$ cat config.mk
export PLATFORM = sky130hd
export DESIGN_NAME = fifo_wr_packer_flat
export DESIGN_NICKNAME = d
export VERILOG_FILES = /design/src/rtl/fifo_pkg.sv /design/src/rtl/fifo_wr_packer_if.sv /design/src/rtl/fifo_wr_packer_pack_lane_reg.sv /design/src/rtl/fifo_wr_packer.sv /design/src/flat_wrapper.sv
export SDC_FILE = /design/constraint.sdc
export NUM_CORES = 1
export LEC_CHECK = 0
export ABC_CLOCK_PERIOD_IN_PS = 1250
export CAP_MARGIN = 30
export CORE_MARGIN = 4
export CORE_UTILIZATION = 42
export CTS_CLUSTER_SIZE = 20
export DETAILED_ROUTE_END_ITERATION = 16
export PLACE_DENSITY = 0.84
export SETUP_SLACK_MARGIN = 0.02
export SYNTH_ARGS = -nofsm -noshare
export SYNTH_HDL_FRONTEND = slang
export SYNTH_SLANG_ARGS = --single-unit
$ cat constraint.sdc
create_clock -name wclk -period 1.25 [get_ports wclk]
set_clock_uncertainty 0.05 [all_clocks]
set_input_delay 0.1875 -clock wclk [delete_from_list [all_inputs] [get_ports wclk]]
set_output_delay 0.1875 -clock wclk [all_outputs]
set_load 0.01 [all_outputs]
$ cat src/rtl/fifo_pkg.sv
// Shared definitions for the FIFO write-side packer and its FIFO instantiation.
//   FIFO_IN_W / FIFO_LANES : default beat width and beats per packed word.
//   FIFO_OUT_W             : packed word width; the downstream sfifo WIDTH must equal it.
//   FIFO_CNT_W             : default width of the push counter.
//   pack_state_t, ST_*     : packer FSM encoding (single-buffer build).
package fifo_pkg;

    localparam int unsigned FIFO_IN_W  = 8;
    localparam int unsigned FIFO_LANES = 4;
    localparam int unsigned FIFO_OUT_W = FIFO_IN_W * FIFO_LANES;
    localparam int unsigned FIFO_CNT_W = 16;

    typedef logic [0:0] pack_state_t;

    localparam pack_state_t ST_FILL = 1'b0;
    localparam pack_state_t ST_PUSH = 1'b1;

endpackage

$ cat src/rtl/fifo_wr_packer_if.sv
// Handshake bundle between a beat source, the packer and the FIFO write port.
//   s_valid/s_ready/s_data/s_last : narrow valid/ready beat stream into the packer.
//   winc/wdata/wfull              : FIFO write strobe, packed word and full flag.
// Modports:
//   master : the surroundings (beat source and FIFO) - drive beats and wfull.
//   slave  : the packer - drives s_ready, winc and wdata.
interface fifo_wr_packer_if
    import fifo_pkg::*;
#(
    parameter int unsigned IN_W  = FIFO_IN_W,
    parameter int unsigned LANES = FIFO_LANES
);

    localparam int unsigned OUT_W = IN_W * LANES;

    logic             s_valid;
    logic             s_ready;
    logic [IN_W-1:0]  s_data;
    logic             s_last;
    logic             winc;
    logic [OUT_W-1:0] wdata;
    logic             wfull;

    modport master (
        output s_valid, s_data, s_last, wfull,
        input  s_ready, winc, wdata
    );

    modport slave (
        input  s_valid, s_data, s_last, wfull,
        output s_ready, winc, wdata
    );

endinterface

$ cat src/rtl/fifo_wr_packer_pack_lane_reg.sv
// pack_lane_reg: one OUT_W-bit packing word with a full flag.
//   wclk, rst_n      : clock, asynchronous active-low reset (word and flag to 0).
//   clr              : zero the word and drop the full flag.
//   ld_en, ld_data   : load a whole word (takes priority over clr).
//   wr_en, wr_idx,   : write one IN_W lane; applied on top of clr/ld so a cleared
//   wr_data            word can receive its first lane in the same cycle.
//   set_full         : raise the full flag (wins over clr).
//   word, full       : current contents and flag.
module pack_lane_reg #(
    parameter  int unsigned IN_W  = 8,
    parameter  int unsigned LANES = 4,
    localparam int unsigned OUT_W = IN_W * LANES,
    localparam int unsigned IDX_W = $clog2(LANES)
) (
    input  logic             wclk,
    input  logic             rst_n,
    input  logic             clr,
    input  logic             ld_en,
    input  logic [OUT_W-1:0] ld_data,
    input  logic             wr_en,
    input  logic [IDX_W-1:0] wr_idx,
    input  logic [IN_W-1:0]  wr_data,
    input  logic             set_full,
    output logic [OUT_W-1:0] word,
    output logic             full
);

    logic [OUT_W-1:0] word_q, word_d;
    logic             full_q, full_d;

    always_comb begin
        word_d = word_q;
        if (ld_en) begin
            word_d = ld_data;
        end else if (clr) begin
            word_d = '0;
        end
        for (int k = 0; k < LANES; k++) begin
            if (wr_en && (wr_idx == IDX_W'(k))) begin
                word_d[k*IN_W +: IN_W] = wr_data;
            end
        end
    end

    assign full_d = set_full | (full_q & ~clr);

    always_ff @(posedge wclk or negedge rst_n) begin
        if (!rst_n) begin
            word_q <= '0;
            full_q <= 1'b0;
        end else begin
            word_q <= word_d;
            full_q <= full_d;
        end
    end

    assign word = word_q;
    assign full = full_q;

endmodule

$ cat src/rtl/fifo_wr_packer.sv
// fifo_wr_packer: gathers LANES narrow beats into one wide word and pushes it into
// the synchronous FIFO write port. Lane 0 (LSB) holds the first beat; s_last closes
// a partial word whose unused upper lanes stay zero.
// Ports:
//   wclk, rst_n : FIFO write clock, asynchronous active-low reset.
//   bus (slave) : s_valid/s_ready/s_data/s_last beat stream in, winc/wdata out,
//                 wfull in.
//   push_cnt    : words pushed so far, wraps modulo 2^CNT_W.
//   busy        : some beat or completed word is held and not yet pushed.
// Build option FIFO_WR_PACKER_PINGPONG_EN: adds a second (push) buffer so filling
// and draining overlap, sustaining one beat per cycle while wfull is low.
// Without it a single hold register alternates between FILL and PUSH.
module fifo_wr_packer
    import fifo_pkg::*;
#(
    parameter  int unsigned IN_W  = FIFO_IN_W,
    parameter  int unsigned LANES = FIFO_LANES,
    parameter  int unsigned CNT_W = FIFO_CNT_W,
    localparam int unsigned OUT_W = IN_W * LANES,
    localparam int unsigned IDX_W = $clog2(LANES)
) (
    input  logic              wclk,
    input  logic              rst_n,
    fifo_wr_packer_if.slave   bus,
    output logic [CNT_W-1:0]  push_cnt,
    output logic              busy
);

    logic [IDX_W-1:0] idx_q, idx_d;
    logic [CNT_W-1:0] push_cnt_q;
    logic             accept;
    logic             complete;

    assign accept   = bus.s_valid && bus.s_ready;
    // The accepted beat closes the word: last lane reached or packet ends.
    assign complete = accept && ((idx_q == IDX_W'(LANES - 1)) || bus.s_last);

    // Lane pointer returns to 0 explicitly when a word closes, never by wrapping.
    always_comb begin
        idx_d = idx_q;
        if (complete) begin
            idx_d = '0;
        end else if (accept) begin
            idx_d = idx_q + IDX_W'(1);
        end
    end

    always_ff @(posedge wclk or negedge rst_n) begin
        if (!rst_n) begin
            idx_q      <= '0;
            push_cnt_q <= '0;
        end else begin
            idx_q <= idx_d;
            if (bus.winc) begin
                push_cnt_q <= push_cnt_q + CNT_W'(1);
            end
        end
    end

    assign push_cnt = push_cnt_q;

`ifdef FIFO_WR_PACKER_PINGPONG_EN

    logic [OUT_W-1:0] fill_word, push_word, merged_word;
    logic             fill_full, push_full;
    logic             drain, push_free, move_fill, direct;

    assign drain     = push_full && !bus.wfull;
    // Push buffer can take a word this cycle: empty, or emptying on this edge.
    assign push_free = !push_full || drain;
    // A parked complete fill word moves across as soon as the push buffer frees.
    assign move_fill = fill_full && push_free;
    // A word completing with the push buffer free bypasses the fill buffer.
    assign direct    = complete && !fill_full && push_free;

    assign bus.s_ready = !fill_full || push_free;
    assign bus.winc    = drain;
    assign bus.wdata   = push_word;

    // Fill word with the incoming beat merged into the current lane.
    always_comb begin
        merged_word = fill_word;
        for (int k = 0; k < LANES; k++) begin
            if (idx_q == IDX_W'(k)) begin
                merged_word[k*IN_W +: IN_W] = bus.s_data;
            end
        end
    end

    pack_lane_reg #(
        .IN_W  (IN_W),
        .LANES (LANES)
    ) u_fill_reg (
        .wclk     (wclk),
        .rst_n    (rst_n),
        .clr      (move_fill || direct),
        .ld_en    (1'b0),
        .ld_data  ('0),
        .wr_en    (accept && !direct),
        .wr_idx   (idx_q),
        .wr_data  (bus.s_data),
        .set_full (complete && !direct),
        .word     (fill_word),
        .full     (fill_full)
    );

    pack_lane_reg #(
        .IN_W  (IN_W),
        .LANES (LANES)
    ) u_push_reg (
        .wclk     (wclk),
        .rst_n    (rst_n),
        .clr      (drain),
        .ld_en    (move_fill || direct),
        .ld_data  (move_fill ? fill_word : merged_word),
        .wr_en    (1'b0),
        .wr_idx   ('0),
        .wr_data  ('0),
        .set_full (move_fill || direct),
        .word     (push_word),
        .full     (push_full)
    );

    assign busy = (idx_q != '0) || fill_full || push_full;

`else

    pack_state_t      state_q, state_d;
    logic [OUT_W-1:0] hold_word;
    logic             hold_full;

    always_comb begin
        state_d = state_q;
        case (state_q)
            ST_FILL: if (complete) state_d = ST_PUSH;
            ST_PUSH: if (bus.winc) state_d = ST_FILL;
            default: state_d = ST_FILL;
        endcase
    end

    always_ff @(posedge wclk or negedge rst_n) begin
        if (!rst_n) begin
            state_q <= ST_FILL;
        end else begin
            state_q <= state_d;
        end
    end

    assign bus.s_ready = (state_q == ST_FILL);
    assign bus.winc    = (state_q == ST_PUSH) && !bus.wfull;
    assign bus.wdata   = hold_word;

    // Clearing on every push guarantees zero padding for the next partial word.
    pack_lane_reg #(
        .IN_W  (IN_W),
        .LANES (LANES)
    ) u_hold_reg (
        .wclk     (wclk),
        .rst_n    (rst_n),
        .clr      (bus.winc),
        .ld_en    (1'b0),
        .ld_data  ('0),
        .wr_en    (accept),
        .wr_idx   (idx_q),
        .wr_data  (bus.s_data),
        .set_full (complete),
        .word     (hold_word),
        .full     (hold_full)
    );

    // hold_full rises with the closing beat and falls with the push, so it
    // tracks state == ST_PUSH exactly.
    assign busy = (idx_q != '0) || hold_full;

`endif

endmodule

$ cat src/flat_wrapper.sv
// flat-port wrapper written by rule: the top's interface ports become plain ports
module fifo_wr_packer_flat import fifo_pkg::*;
#(
    parameter  int unsigned IN_W  = FIFO_IN_W,
    parameter  int unsigned LANES = FIFO_LANES,
    parameter  int unsigned CNT_W = FIFO_CNT_W,
    localparam int unsigned OUT_W = IN_W * LANES,
    localparam int unsigned IDX_W = $clog2(LANES)
)
  (wclk, rst_n, push_cnt, busy, bus_s_valid, bus_s_data, bus_s_last, bus_wfull, bus_s_ready, bus_winc, bus_wdata);
  fifo_wr_packer_if #(.IN_W(IN_W), .LANES(LANES)) bus_i ();
  input  logic wclk;
  input  logic rst_n;
  output logic [CNT_W-1:0] push_cnt;
  output logic busy;
  input wire logic [$bits(bus_i.s_valid)-1:0] bus_s_valid;
  input wire logic [$bits(bus_i.s_data)-1:0] bus_s_data;
  input wire logic [$bits(bus_i.s_last)-1:0] bus_s_last;
  input wire logic [$bits(bus_i.wfull)-1:0] bus_wfull;
  output wire logic [$bits(bus_i.s_ready)-1:0] bus_s_ready;
  output wire logic [$bits(bus_i.winc)-1:0] bus_winc;
  output wire logic [$bits(bus_i.wdata)-1:0] bus_wdata;
  assign bus_i.s_valid = bus_s_valid;
  assign bus_i.s_data = bus_s_data;
  assign bus_i.s_last = bus_s_last;
  assign bus_i.wfull = bus_wfull;
  assign bus_s_ready = bus_i.s_ready;
  assign bus_winc = bus_i.winc;
  assign bus_wdata = bus_i.wdata;
  fifo_wr_packer #(.IN_W(IN_W), .LANES(LANES), .CNT_W(CNT_W)) u_core (.wclk(wclk), .rst_n(rst_n), .bus(bus_i), .push_cnt(push_cnt), .busy(busy));
endmodule
# Yosys cells after proc, flatten, opt, wreduce, memory -nomap -nowiden
# Index checks and enable logic that the tools add are counted.
# word_totals
register_bits	52
output_inout_bits	51
wordCells	44
inputBits	13
# op_classes
reduce_logical	17
add_sub_neg	2
muxes	10
eq_ne	3
bitwise	4
# ops
op	count
2-to-1 mux 32 bit	1
2-to-1 mux 8 bit	4
adder 16 x 1 -> 16 bit, second input constant	1
nonzero test 2 bit	6
logical AND 1 bit	7
== test 2 bit, second input constant	2
2-to-1 mux 2 bit	2
adder 2 x 1 -> 2 bit, second input constant	1
== test 2 x 1 -> 1 bit, second input constant	1
logical NOT 2 bit	1
logical OR 1 bit	2
2-to-1 mux 1 bit	2
inverter 1 bit	2
case mux 1 bit (2 select lines)	1
AND 1 bit	1
logical NOT 1 bit	1
bitwise OR 1 bit	1

# Logic depth before layout (Yosys ltp)
# logic_depth
ltp_word	5
depth_mapped	6
depth_no_buf	5

# Hierarchy
# A second synthesis with hierarchy kept.
# hier_totals
hier_cells	262
hier_area_um2	2811.4
# modules_own_cells
module	seq_area_each_um2	cells_each	n_inst	area_per_inst_um2
pack_lane_reg	825.8	187	1	1923.1
fifo_wr_packer	475.5	75	1	888.4

# Worst setup path after synthesis
# Ideal clock, no wire load.
# synth_timing
kind	flip-flop to flip-flop
from	reg u_core.push_cnt_q[2] (netlist: u_core.push_cnt[2])
to	reg u_core.push_cnt_q[15] (netlist: u_core.push_cnt[15])
setup_ps	79
required_ps	1121
stages_incl_launch_ff	5
t_arrival_ps	1204
path_buffers	0
path_slack_ps	-83
period_less_slack_ps	1333
cell_sequence	dfrtp_1 -> and4_1 -> nand4_2 -> nor3_2 -> xor2_1
# synth_between
elab_chain_cells	1
# synth_lines
item	line	rtl
start, declared	fifo_wr_packer.sv:30	logic [CNT_W-1:0] push_cnt_q;
start signal, assigned	fifo_wr_packer.sv:55	push_cnt_q <= push_cnt_q + CNT_W'(1);
adder 16 x 1 -> 16 bit	fifo_wr_packer.sv:55	
# Every way passes these cells.
# A chain may end at the register's enable or synchronous reset.

# Final worst setup path
# layout_timing
from	reg u_core.state_q
to	reg u_core.push_cnt_q[10] (netlist: u_core.push_cnt[10])
# layout_between
elab_chain_cells	1
# layout_lines
item	line	rtl
start, declared	fifo_wr_packer.sv:128	pack_state_t state_q, state_d;
start signal, assigned	fifo_wr_packer.sv:145	state_q <= state_d;
logical AND 1 bit	fifo_wr_packer.sv:150	assign bus.winc = (state_q == ST_PUSH) && !bus.wfull;
# Every way passes these cells.

==> qor.yml <==
antenna_found_initial: 0
rows: 26
r2r-start: "u_core.state_q$_DFF_PN0_"
yosysTopAreaCellShare_pct: 58.5
max_cap_violations: 0
power.leakage_uw: 0.00191
fin_tns_setup_ns: -2.80
rsz0062_at_grt: "yes"
grt_overflow: 0
grt_max_degree: 41
p_comb_share_pct: 44.2
crit_fanout: 3
p_sw_uw: 2290
ys_seq_area_share_pct: 58.5
die_h_um: 80.8
grt_pass1_vias: 2104
start_kind: "register"
synth.area.top_cells: "dfrtp_1, nand2_1, nand3_1, xnor2_1, ha_1"
synth_area_mm2: 0.00222
seq_area_mm2: 0.00131
finalHoldViolations: 0
wirelength_um: 7090
grt_util_met3_pct: 3.66
synth.mux.area_fraction_pct: 0
ant_nets: 0
routabilityCongestion: 0.783
synthXorXnorAreaFrac_pct: 5.91
violations: "setup timing"
use_met1_pct: 25.3
synth_top_family_by_area: "simple AND/OR/NAND/NOR gates"
cts_buffer_depth: 2
fillers: 327
io_pins: 64
area_growth_pct: 69.4
ctsHtreeMaxLevel: 2
rr_endpoint: "u_core.push_cnt[10]$_DFFE_PN0P_"
reg2reg_slack_ns: -0.16
p_int_uw: 4220
post-route-min-period_ns: 1.41
timing.hold.ws_ns: 0.266
busiest_layer: "met2"
cts-buffers-inserted: 5
finalNonFillerCells: 420
drc: 0
seqPwrFrac_pct: 38.1
vdd_drop_max_v: 0.000896
crit_start: "u_core.state_q$_DFF_PN0_"
place_inst: 380
drt_iter0_drc: 103
synth_top_area_cell: "dfrtp_1"
fin_crit_sh_pct: 113
power_density_mw_per_mm2: 1730
n_antenna_cell: 0
hpwlAfterDp_um: 4130
syn_inst: 233
swShare_pct: 35.1
drtPass1Iterations: 4
cp-end-kind: "register"
layout_setup_ws_ns: -0.158
yosysWarnings: 0
power_uw: 6510
synth-adder-area-share_pct: 2.81
groute.usage.overall_pct: 20.4
ys_ff_latch: 52
num-nets-final: 367
drive_above_1_share_pct: 45.1
use_met2_pct: 35.5
syn_area_per_cell_um2: 9.54
cts_tree: "built"
maxSlewHeadroom_pct: 79.7
synth.distinct_cells: 23
worst-setup-path-type: "register to register"
routedWlPerCell_um: 16.9
path_clk_slew_ns: 0.09
dieArea_mm2: 0.00652
crit_arrival_ns: 1.59
multiInputGateArea_mm2: 0.00117
portBuffers: 63
core_area_mm2: 0.00511
synthesis.nets: 251
max_freq_ghz: 0.710
vias: 2145
grt_pass1_wl_um: 10300
die_w_um: 80.8
synth-compound-area-share_pct: 1.24
worstMarginPinSlew_ns: 0.303
viasPerCell: 5.11
clock-sinks: 52
slew_viol_final: 0
cts.root.buffer_cell: "clkbuf_8"
start_util_pct: 43.5
crit_required_ns: 1.43
clkPwrFrac_pct: 17.7
clock_latency_ns: 0.31
outcome: "finished with violations"
reg2regPathDepth: 5
setup_viol: 45
yosys.area_share.simple_pct: 28.2
hp-class: "primary input to async pin"
[per-stage QoR]
stage	setup WS (ns)	area [µm²]	utilization (%)
after floorplan	-0.0224	2250	-
final	-0.158	3770	73.7
after CTS	-0.119	3430	67.2
after global routing	-0.263	3770	73.7
after detailed placement	-0.401	3110	60.9
after global placement	-0.394	3110	60.9
[layer usage]
layer / vias to the layer above / share of wire (%)
li1: 989 / -
met1: 1066 / 39
met2: 69 / 54
met3: 21 / 3.7
met4: 0 / 3.2
met5: - / 0
[state kept, by name (all words and copies together), names as in the netlist]
| name | flops |
|---|---|
| u_core.idx_q | 2 |
| u_core.push_cnt | 16 |
| u_core.state_q | 1 |
| u_core.u_hold_reg.full | 1 |
| u_core.u_hold_reg.word | 32 |
[layout make-up]
class                           count  area share (%)
Sequential cell                    52            34.7
Timing Repair Buffer              118            28.1
Clock inverter                      2           0.930
Multi-Input combinational cell    163            31.0
Tap cell                           70            2.33
Clock buffer                        6            1.93
Inverter                            9           0.963
[cell families (layout without fill, tap and decap cells)]
group,after synthesis,in the layout
simple gates,138,138
buf+inv,18,135
fa+ha+maj,5,5
flops,52,52
compound gates,5,5
xor+xnor,15,15
[how the worst max path moves through the flow]
stage / cells after the start / slack, ns / to
final: 5 / -0.16 / u_core.push_cnt[10]$_DFFE_PN0P_
after global routing: 5 / -0.26 / u_core.push_cnt[10]$_DFFE_PN0P_
after CTS: 4 / -0.12 / bus_winc
after detailed placement: 4 / -0.40 / bus_winc
after global placement: 4 / -0.39 / bus_winc
after floorplan: 4 / -0.02 / u_core.push_cnt[15]$_DFFE_PN0P_
[cells in the final DEF (no fill, tap or decap), drive strengths merged]
master	n
nand2	78
buf	61
dfrtp	52
clkdlybuf4s15	38
nand3	36
clkbuf	12
xnor2	11
clkdlybuf4s50	11
inv	9
and2	6
nor2	6
nand4	5
ha	5
xor2	4
o21ai	4
nor3	2
nand2b	1
a22oi	1
nor2b	1
and4b	1
and4	1
or3	1
bufinv	1
clkinv	1
dlygate4sd3	1
dlygate4sd2	1
[cells in the mapped netlist]
master and count:
nand2_1 78, dfrtp_1 52, nand3_1 36, xnor2_1 11, inv_1 8, and2_1 6, nor2_1 6, ha_1 5
buf_2 4, clkbuf_1 4, nand4_1 4, o21ai_0 4, xor2_1 4, nor3_2 2, a22oi_1 1, and4_1 1
and4b_1 1, buf_1 1, inv_2 1, nand2b_1 1, nand4_2 1, nor2b_1 1, or3_1 1
[power by group through the flow]
stage	Sequential, µW	Combinational [µW]	Clock, µW
after detailed placement	2460	2240	0
after CTS	2430	2310	1160
final	2480	2880	1150
after global placement	2450	2170	0
after floorplan	2650	645	0
after global routing	2520	3080	1250
[worst max-delay path, cell delays in order (launching register included)]
cell and delay (ns):
dfrtp_2 0.38, buf_6 0.11, and4b_2 0.27, nand4_1 0.19, nor2_1 0.16, xor2_1 0.16
[timing repair]
action                                 in CTS  in global routing
setup endpoints to repair                  93                 83
gates resized for setup                   137                 95
pin swaps                                  17                 60
gates cloned                                1                  0
hold buffers                                1                  0
buffers inserted                           16                 16
endpoints found under the hold margin      12                  0
(Power assumes the default switching activity.)
